`config.mk`:
```
export PLATFORM = sky130hd
export DESIGN_NAME = pipe_skid_reg
export DESIGN_NICKNAME = d
export VERILOG_FILES = /design/src/rtl/pipe_skid_reg.sv
export SDC_FILE = /design/constraint.sdc
export NUM_CORES = 1
export LEC_CHECK = 0
export ABC_AREA = 1
export BUFFER_PORTS_ARGS = -buffer_cell sky130_fd_sc_hd__buf_2
export CAP_MARGIN = 20
export CORE_UTILIZATION = 33
export DETAILED_ROUTE_END_ITERATION = 12
export PLACE_DENSITY = 0.57
export REMOVE_ABC_BUFFERS = 1
export SKIP_LAST_GASP = 1
export SLEW_MARGIN = 20
export SYNTH_ARGS = -nofsm -noshare
export SYNTH_HDL_FRONTEND = slang
export SYNTH_SLANG_ARGS = --single-unit
```
`constraint.sdc`:
```
create_clock -name clk -period 1.95 [get_ports clk]
set_clock_uncertainty 0.1 [all_clocks]
set_input_delay 0.2925 -clock clk [delete_from_list [all_inputs] [get_ports clk]]
set_output_delay 0.2925 -clock clk [all_outputs]
set_load 0.01 [all_outputs]
```
`src/rtl/pipe_skid_reg.sv`:
```
// Ready/valid pipeline register with a 2-entry skid buffer, synchronous flush and a
// saturating stall-cycle counter. Every output comes straight from a flop.
module pipe_skid_reg #(
    parameter int PAYLOAD_W = 32,
    parameter bit CLR_ZERO  = 1'b1,
    parameter int CNT_W     = 16
) (
    input  logic                 clk,
    input  logic                 reset_n,
    input  logic                 clr,
    input  logic                 in_valid,
    output logic                 in_ready,
    input  logic [PAYLOAD_W-1:0] in_data,
    output logic                 out_valid,
    input  logic                 out_ready,
    output logic [PAYLOAD_W-1:0] out_data,
    output logic [1:0]           occ,
    input  logic                 cnt_clr,
    output logic [CNT_W-1:0]     stall_cnt
);

    typedef enum logic [1:0] {
        EMPTY = 2'd0,
        ONE   = 2'd1,
        FULL  = 2'd2
    } state_t;

    localparam logic [CNT_W-1:0] CNT_MAX = '1;

    state_t                state_q, state_d;
    logic [PAYLOAD_W-1:0]  main_q, main_d;
    logic [PAYLOAD_W-1:0]  skid_q, skid_d;
    logic                  in_ready_q, in_ready_d;
    logic                  out_valid_q, out_valid_d;
    logic [1:0]            occ_q, occ_d;
    logic [CNT_W-1:0]      cnt_q, cnt_d;
    logic                  push;
    logic                  pop;

    assign push = in_valid & in_ready_q;
    assign pop  = out_valid_q & out_ready;

    // Flush wins over any handshake in the same cycle; the skid entry refills main on a FULL pop.
    always_comb begin
        state_d = state_q;
        main_d  = main_q;
        skid_d  = skid_q;
        if (clr) begin
            state_d = EMPTY;
            if (CLR_ZERO) begin
                main_d = '0;
                skid_d = '0;
            end
        end else begin
            case (state_q)
                EMPTY: begin
                    if (push) begin
                        state_d = ONE;
                        main_d  = in_data;
                    end
                end
                ONE: begin
                    if (push && pop) begin
                        main_d = in_data;
                    end else if (push) begin
                        state_d = FULL;
                        skid_d  = in_data;
                    end else if (pop) begin
                        state_d = EMPTY;
                    end
                end
                FULL: begin
                    if (pop) begin
                        state_d = ONE;
                        main_d  = skid_q;
                    end
                end
                default: begin
                    state_d = EMPTY;
                end
            endcase
        end
    end

    always_comb begin
        in_ready_d  = 1'b1;
        out_valid_d = 1'b0;
        occ_d       = 2'd0;
        case (state_d)
            ONE: begin
                out_valid_d = 1'b1;
                occ_d       = 2'd1;
            end
            FULL: begin
                in_ready_d  = 1'b0;
                out_valid_d = 1'b1;
                occ_d       = 2'd2;
            end
            default: begin
                in_ready_d  = 1'b1;
                out_valid_d = 1'b0;
                occ_d       = 2'd0;
            end
        endcase
    end

    // A flush cycle never counts as a stall, but the flush itself leaves the count alone.
    always_comb begin
        cnt_d = cnt_q;
        if (cnt_clr) begin
            cnt_d = '0;
        end else if (out_valid_q && !out_ready && !clr && (cnt_q != CNT_MAX)) begin
            cnt_d = cnt_q + 1'b1;
        end
    end

    always_ff @(posedge clk or negedge reset_n) begin
        if (!reset_n) begin
            state_q     <= EMPTY;
            main_q      <= '0;
            skid_q      <= '0;
            in_ready_q  <= 1'b1;
            out_valid_q <= 1'b0;
            occ_q       <= 2'd0;
            cnt_q       <= '0;
        end else begin
            state_q     <= state_d;
            main_q      <= main_d;
            skid_q      <= skid_d;
            in_ready_q  <= in_ready_d;
            out_valid_q <= out_valid_d;
            occ_q       <= occ_d;
            cnt_q       <= cnt_d;
        end
    end

    assign in_ready  = in_ready_q;
    assign out_valid = out_valid_q;
    assign out_data  = main_q;
    assign occ       = occ_q;
    assign stall_cnt = cnt_q;

endmodule
```
## Yosys cells after proc, flatten, opt, wreduce, memory -nomap -nowiden

Index checks and enable logic that the tools add are counted.
W data, S select, Z words.

- Register bits after elaboration: 86
- Bits in latches: 0
- RAM bits: 0
- ROM bits: 0
- Input bits: 38
- Output and inout bits: 52
- Word-level logic and storage cells: 53
- Memories kept: 0

- Add/subtract/negate cells: 1
- Multipliers: 0
- Div/mod/pow operators: 0
- $lt $le $gt $ge: 0
- Eq/ne operators: 9
- Shift operators: 0
- Multiplexer cells: 20
- Bitwise logic cells: 2
- Reductions and logical operators: 14

Operator list:

| kind | count |
|---|---|
| $mux W32 | 7 |
| $pmux W32 S3 | 1 |
| $mux W16 | 2 |
| $add A16 B1 Y16 const B | 1 |
| $ne A16 B16 Y1 const B | 1 |
| $mux W2 | 6 |
| $ne A3 B3 Y1 const B | 3 |
| $pmux W2 S3 | 1 |
| $reduce_bool A2 Y1 | 3 |
| $eq A2 B1 Y1 const B | 2 |
| $eq A2 B2 Y1 const B | 2 |
| $logic_and A1 B1 Y1 | 4 |
| $pmux W2 S2 | 1 |
| $reduce_and A4 Y1 | 1 |
| $reduce_bool A4 Y1 | 1 |
| $reduce_and A3 Y1 | 1 |
| $and A1 B1 Y1 | 2 |
| $logic_not A1 Y1 | 2 |
| $logic_not A2 Y1 | 1 |
| $mux W1 | 2 |
| $ne A2 B2 Y1 const B | 1 |
| $reduce_or A2 Y1 | 1 |

## Longest topological paths before layout

Gate-level depths: netlist of the first run.

- Depth after elaboration: 9
- Depth in mapped cells: 10
- Mapped depth without buffers: 10

## Least setup slack after synthesis of the first run

No wires, ideal clock.

- Kind: reg2reg
- Start: register cnt_q[0], in the netlist stall_cnt[0]
- End: register cnt_q[13], in the netlist stall_cnt[13]
- Setup time: 119 ps
- Arrival time: 1456 ps
- Data required time: 1731 ps
- Setup slack: 275 ps
- Cell stages (with the launch flop): 11
- Buffers on the path: 1
- Period minus slack after synthesis: 1675 ps
- Path through: dfrtp_1 ha_1 nand3_1 inv_2 nand2_2 nor2_4 nor2_4 nor2_8 buf_6 nand2_1 nand2_1

- Cells in the longest elaborated chain, start to end: 3
- Elaborated cells between the ends (all ways): 6
- Classes of those cells: add/sub: 1; eq/ne: 1; mux: 2; reduce/logical: 2

Ends and longest elaborated chain:

| element | line | RTL |
|---|---|---|
| from (decl) | 36 | `logic [CNT_W-1:0] cnt_q, cnt_d;` |
| from (signal assigned) | 133 | `cnt_q <= cnt_d;` |
| $add A16 B1 Y16 or $ne A16 B16 Y1 (tied branches) | 113, 112 |  |
| $mux W16 or $logic_and A1 B1 Y1 (tied branches) | 112 | `end else if (out_valid_q && !out_ready && !clr && (cnt_q != CNT_MAX)) begin` |
| $mux W16 or $reduce_bool A2 Y1 (tied branches) | -- |  |

Several ways; a longest one is shown, not always the timed one. The select of a mux whose other input is x is not followed.
A chain may end at the register's enable or synchronous reset.

## Worst setup path after layout of the first run

- Start: register state_q[1]
- End: register main_q[9], in the netlist out_data[9]

- Cells in the longest elaborated chain, start to end: 3
- Elaborated cells between the ends (all ways): 10
- Classes of those cells: eq/ne: 5; mux: 2; reduce/logical: 3

Ends and longest elaborated chain:

| element | line | RTL |
|---|---|---|
| from (decl) | 30 | `state_t state_q, state_d;` |
| from (signal assigned) | 127 | `state_q <= state_d;` |
| $eq A2 B1 Y1 (tied with other cells) | 55 | `case (state_q)` |
| $ne A3 B3 Y1 (no line) (tied with other cells) | -- |  |
| $reduce_and A4 Y1 (no line) or $mux W32 (tied branches) | -- |  |
| to (signal assigned) | 128 | `main_q <= main_d;` |
| to (decl) | 31 | `logic [PAYLOAD_W-1:0] main_q, main_d;` |

Several ways; a longest one is shown, not always the timed one.

==> metrics.txt, run 1 <==
Layout area overhead=24.8%; Slew @ Worst Pin=406 ps; routed wire length=10.6 mm; #FFs+latches synth=86; clk sinks=86; nets=about 670; commonest cells in the netlist=107 x nand2_1, 85 x dfrtp_1, 85 x o21ai_0, 60 x nand3_1, 53 x nor2_1; Post-synth EDFFs=0; worst hold path type=input port to flip-flop; Final Util=42.3%; CP startpoint kind=flip-flop; Total GRT Usage=about 17%; Worst Path Arrival=1940 ps; # setup viols final=0; largest net degree at the start of global routing=47; GRT overflow=0; most common cell in the netlist=nand2_1; Clock Root Buffer=clkbuf_16; Rows=41; max-slew violations=0; io pins=90; Leak=0.00265 uW; Clk Latency, worst-skew pair=350 ps; Final Power=4840 uW; status=completed; drt initial violations=248; Initial Utilization=33.8%; dpl ws=around 95 ps; Main synth FF type=dfrtp_1; crit path max fanout=30; fmax=555 MHz; CORE AREA=12600 sq um; Synth top area share=between 40% and 50%; Max Buffers Root-to-Sink=2; CP Class=flip-flop to flip-flop; TritonCTS clock tree=built; diodes inserted=0; Die X=116 um; DPL Wire Length=7.26 mm; share of cells above drive strength 1=between 20% and 30%; Post-Synthesis Cells=527; # Max-Cap Violations=0; final worst setup slack=148 ps; chip height=approximately 120 um; async set-reset flop share out of synthesis=between 90% and 100%; input/output buffers=89; Syn. warnings=0; DRC=0; wire per inst=13.3 um; ranking of synthesized cells by area=dfrtp_1 50%, o21ai_0 10%, nand2_1 9.4%; Max H-tree Level=3; Avg Cell Area, Syn=8.11 sq um; Hold Violations, Final=0; DR pass1 iterations=4; Critical Path RT=2090 ps; initial antenna violation count=0; Synth cell types=25; synthesized area=4270 sq um; fin crit period=1800 ps; number of vias per cell=4.86; register area share after synthesis=between 50% and 60%; vias in the first global route=3676; cell taking the most area after synthesis=dfrtp_1; fin crit share=92.4%; Num CTS Buffers=9; Slew Limit Headroom=72.9%; first-pass GRT wire length=approximately 18 mm; vias after detailed routing=3881; Worst VDD drop=0.521 mV; antenna viol nets, final=0; clock transition at the registers of the reported paths=60 ps; Setup crit end kind=flip-flop; Pwr per Cell Area=908 nW/um^2; GPL Wtd Cong=0.865; die area=between 10000 and 15000 sq um; RSZ-0062 raised after global routing=false
## sequential cells by signal, summed over array words and instances (netlist names)
name	flops
out_valid	1
out_data	32
skid_q	32
state_q	2
stall_cnt	16
occ	2
in_ready	1
## cell usage in the layout, fill, tap and decap left out, drive strengths merged
| master | instances |
|---|---|
| dfstp | 1 |
| o21ai | 86 |
| clkbuf | 10 |
| nand4 | 15 |
| inv | 51 |
| o31ai | 16 |
| clkinvlp | 1 |
| ha | 8 |
| xor2 | 4 |
| nand2 | 108 |
| buf | 112 |
| bufinv | 1 |
| nor2 | 57 |
| o21bai | 4 |
| clkinv | 3 |
| o211ai | 1 |
| or2 | 2 |
| nand3 | 60 |
| dlygate4sd3 | 1 |
| dfrtp | 85 |
## timing repair
item                                    in CTS  in global routing
gates resized for setup                      0                  3
hold endpoints to repair                    21                  0
buffers inserted                             0                  2
endpoints found under the setup margin       0                 18
hold buffers                                 1                  0
## stage by stage
stage	area [sq um]	setup TNS, ps	hold WS, ps	std cells
6_report	5330	0	96.9	798
5_1_grt	5330	0	109	798
4_1_cts	5320	0	84.6	796
3_5_place_dp	5010	0	123	779
3_3_place_gp	5010	0	127	779
2_1_floorplan	4130	-48020	-103	497
## per-layer routing
| layer | part of all wire [%] | track usage, % |
|---|---|---|
| met1 | 47 | 23.9 |
| met2 | 46 | 26.7 |
| met3 | 5.5 | 3.03 |
| met4 | 1.5 | 7.69 |
| met5 | 0 | 0 |
## critical path, stage by stage, from the launching register on
cell     delay [ps]
dfrtp_1         420
inv_1           100
ha_1            220
nand2_1          70
nand2_1          70
nor2_1          120
nand2_2         160
buf_12          210
o21ai_0         170
nor2_1           60
## cell families after synthesis
| kind of cell | after synthesis | synth area share [%] |
|---|---|---|
| and+or+nand+nor | 242 | 24.9 |
| AOI/OAI and AO/OA | 107 | 13.8 |
| DFF | 86 | 50.4 |
| buffers and inverters | 80 | 7.79 |
| adders and majority gates | 8 | 2.34 |
| xor gates and xnor gates | 4 | 0.820 |
## power breakdown
| group | switching, uW | leakage, uW | internal [uW] |
|---|---|---|---|
| Clock | 720 | 0.000143 | 991 |
| Combinational | 641 | 0.00135 | 389 |
| Sequential | 111 | 0.00115 | 1990 |
## worst paths after layout
path / startpoint / cells past startpoint / slack, ps / end
hold reg to reg: out_data[0] / 2 / 410 / out_data[0]
min in group asynchronous: reset_n / 2 / 300 / stall_cnt[3]
setup reg to reg: state_q[1] / 9 / 150 / out_data[9]
max in group asynchronous: reset_n / 3 / 860 / out_data[27]
setup / recovery: state_q[1] / 9 / 150 / out_data[9]
hold / removal: in_data[30] / 3 / 100 / skid_q[30]
## area by class of cell
cell class	count	area (sq um)
multi-input combinational	361	1790
inverter	50	190
fill	1323	7290
tap	172	215
sequential	86	2150
clock buffer	10	229
clock inverter	6	61.3
timing repair buffer	113	693
Power figures use the tool's default switching activity.
==> run 2, diff against run 1 <==
--- a/config.mk
+++ b/config.mk
@@ -7,9 +7,9 @@
 export LEC_CHECK = 0
 export ABC_AREA = 1
-export BUFFER_PORTS_ARGS = -buffer_cell sky130_fd_sc_hd__buf_2
 export CAP_MARGIN = 20
 export CORE_UTILIZATION = 33
 export DETAILED_ROUTE_END_ITERATION = 12
-export PLACE_DENSITY = 0.57
+export DONT_BUFFER_PORTS = 1
+export PLACE_DENSITY = 0.51
 export REMOVE_ABC_BUFFERS = 1
 export SKIP_LAST_GASP = 1
==> constraint.sdc (replaced) <==
create_clock -name clk -period 1.9 [get_ports clk]
set_clock_uncertainty 0.1 [all_clocks]
set_input_delay 0.19 -clock clk [delete_from_list [all_inputs] [get_ports clk]]
set_output_delay 0.19 -clock clk [all_outputs]
set_load 0.01 [all_outputs]
==> run 2 against run 1 <==
Compared with the run above:
- the run now ends with hold timing left
- total power is 0.89% lower
- via count decreased by 4.5%
- non-clock buffer count fell by 46
- sequential power is 8% higher
- largest cell class unchanged
- combinational power down 18%
- worst setup slack got worse by 19 ps
- critical path depth shrank 1
- critical path type unchanged
- flip-flop and latch count stayed put
- routed wire length is 7.3% higher
==> metrics.txt, run 2 (synthesized netlist as in run 1, its figures left out) <==
GPL Wtd Cong=0.781 (-9.8%); chip height=116 um (unchanged); Final Util=42.3% (about the same); fmax=564 MHz (+1.7%); GRT overflow=0 (unchanged); Hold Violations, Final=86 (+86); CP startpoint kind=flip-flop; drt initial violations=193 (-22%); Rows=41 (unchanged); fin crit period=1770 ps (-30.5 ps); violated checks=hold timing; share of cells above drive strength 1=11.2% (-11 points); met3 routed WL=673 um (+15%); status=finished with violations; Setup crit end kind=flip-flop; vias in the first global route=3559 (-3.2%); diodes inserted=0 (unchanged); Critical Path RT=2030 ps (-60 ps); non-filler cells in the finished layout=753 (-5.6%); clk sinks=86 (unchanged); nets=622 (-6.7%); CORE AREA=12600 sq um (unchanged); max-slew violations=0 (unchanged); CP Class=flip-flop to flip-flop; largest net degree at the start of global routing=87 (+85%); Slew @ Worst Pin=759 ps (+353 ps); area of the multi-input gates=1820 sq um (+1.5%); wire per inst=15.2 um (+14%); clock transition at the registers of the reported paths=60 ps (about the same); DP Cell Count=698 (-10%); Die X=116 um (unchanged); Num CTS Buffers=9 (unchanged); hold slack=-557 ps (-653 ps); Clock Root Buffer=clkbuf_16; Layout area overhead=24.9% (about the same); TritonCTS clock tree=built; number of vias per cell=4.92 (+1.3%); antenna viol nets, final=0 (unchanged); Initial Utilization=33.8% (unchanged); routed wire length=11.4 mm (+7.3%); Worst Path Arrival=1910 ps (-30 ps); Slew Limit Headroom=49.2% (-24 points); routed wl met2=5.62 mm (+14%); Max H-tree Level=3 (unchanged); vias after detailed routing=3708 (-4.5%); die area=13400 sq um (unchanged); fin crit share=93.2% (+0.83 points); first-pass GRT wire length=17.9 mm (-0.38%); Total GRT Usage=17.5% (+0.17 points); initial antenna violation count=0 (unchanged); Max Buffers Root-to-Sink=2 (unchanged); Pwr per Cell Area=899 nW/um^2 (-0.96%); Clk Latency, worst-skew pair=340 ps (about the same); io pins=90 (unchanged); commonest non-fill, non-tap cell in the layout=nand2_1; crit path max fanout=33 (+10%); fillers=1310 (-0.98%); input/output buffers=0 (-100%); worst hold path type=input port to asynchronous set/reset pin; Leak=0.00243 uW (-8.4%); Post-CTS Setup Bufs=0 (unchanged); DRC=0 (unchanged); Final Power=4800 uW (-0.89%); # setup viols final=0 (unchanged); RSZ-0062 raised after global routing=true; register area=2150 sq um (about the same); Metal-1 WL=4.97 mm (-0.12%); # Max-Cap Violations=0 (unchanged); most frequent cells in the layout=105 x nand2_1, 85 x o21ai_0, 84 x dfrtp_1; hold buffers post-CTS=37 (+36); TNS Setup=0 ps (unchanged); top sig layer=met4; DR pass1 iterations=4 (unchanged); Worst VDD drop=0.533 mV (+2.3%); DPL Wire Length=7.00 mm (-3.6%)
-- run 2: cell types whose count changed in the layout (fill, tap and decap cells not counted), moves of 3 or more --
cell	before	now
buf_2	88	0
buf_4	19	24
clkinv_2	3	0
dlygate4sd3_1	1	37
-- run 2: layout make-up --
| cell class | count | share of cell area (%) |
|---|---|---|
| Clock buffer | 11 | 4.55 |
| Inverter | 50 | 3.56 |
| Clock inverter | 5 | 0.774 |
| Sequential cell | 86 | 40.4 |
| Multi-Input combinational cell | 362 | 34.0 |
| Tap cell | 172 | 4.03 |
| Timing Repair Buffer | 67 | 12.7 |
-- run 2: per-layer routing --
layer / global-route usage [%] / vias to the layer above
met5: 0 / -
met4: 7.35 / 0
met3: 4.39 / 10
met2: 29.0 / 89
met1: 21.8 / 1766
li1: - / 1843
-- run 2: stage by stage --
step	worst slack, ps	hold slack [ps]	cell area (sq um)
2_1_floorplan	-1300	-206	4130
3_3_place_gp	108	-203	4630
3_5_place_dp	99.6	-203	4630
4_1_cts	83.0	-576	5280
5_1_grt	-19.5	-579	5340
6_report	128	-557	5340
-- run 2: critical path: stages, from the launching register on --
cell	delay (ps)
dfrtp_1	390
inv_1	90
ha_2	270
buf_12	210
o21ai_0	110
nand3_1	90
nand2_1	90
ha_1	290
inv_1	40
-- run 2: path summary, 6_finish.rpt --
path,startpoint,endpoint,slack (ps),cells past startpoint
max,state_q[0],out_valid,130,8
min,reset_n,stall_cnt[3],-560,0
max reg2reg,state_q[0],out_valid,130,8
min reg2reg,skid_q[31],skid_q[31],420,2
max in group asynchronous,reset_n,in_ready,2070,0
min in group clk,in_data[24],out_data[24],10,2
-- run 2: where the power goes --
group | internal, uW | switching, uW | leakage, uW
Clock | 934 | 762 | 0.000133
Combinational | 330 | 512 | 0.00114
Sequential | 2050 | 216 | 0.00115
Total | 3310 | 1490 | 0.00243
-- run 2: timing repair --
action	4_1_cts	5_1_grt
endpoints found under the hold margin	154	86
gates resized for setup	0	7
endpoints found under the setup margin	0	40
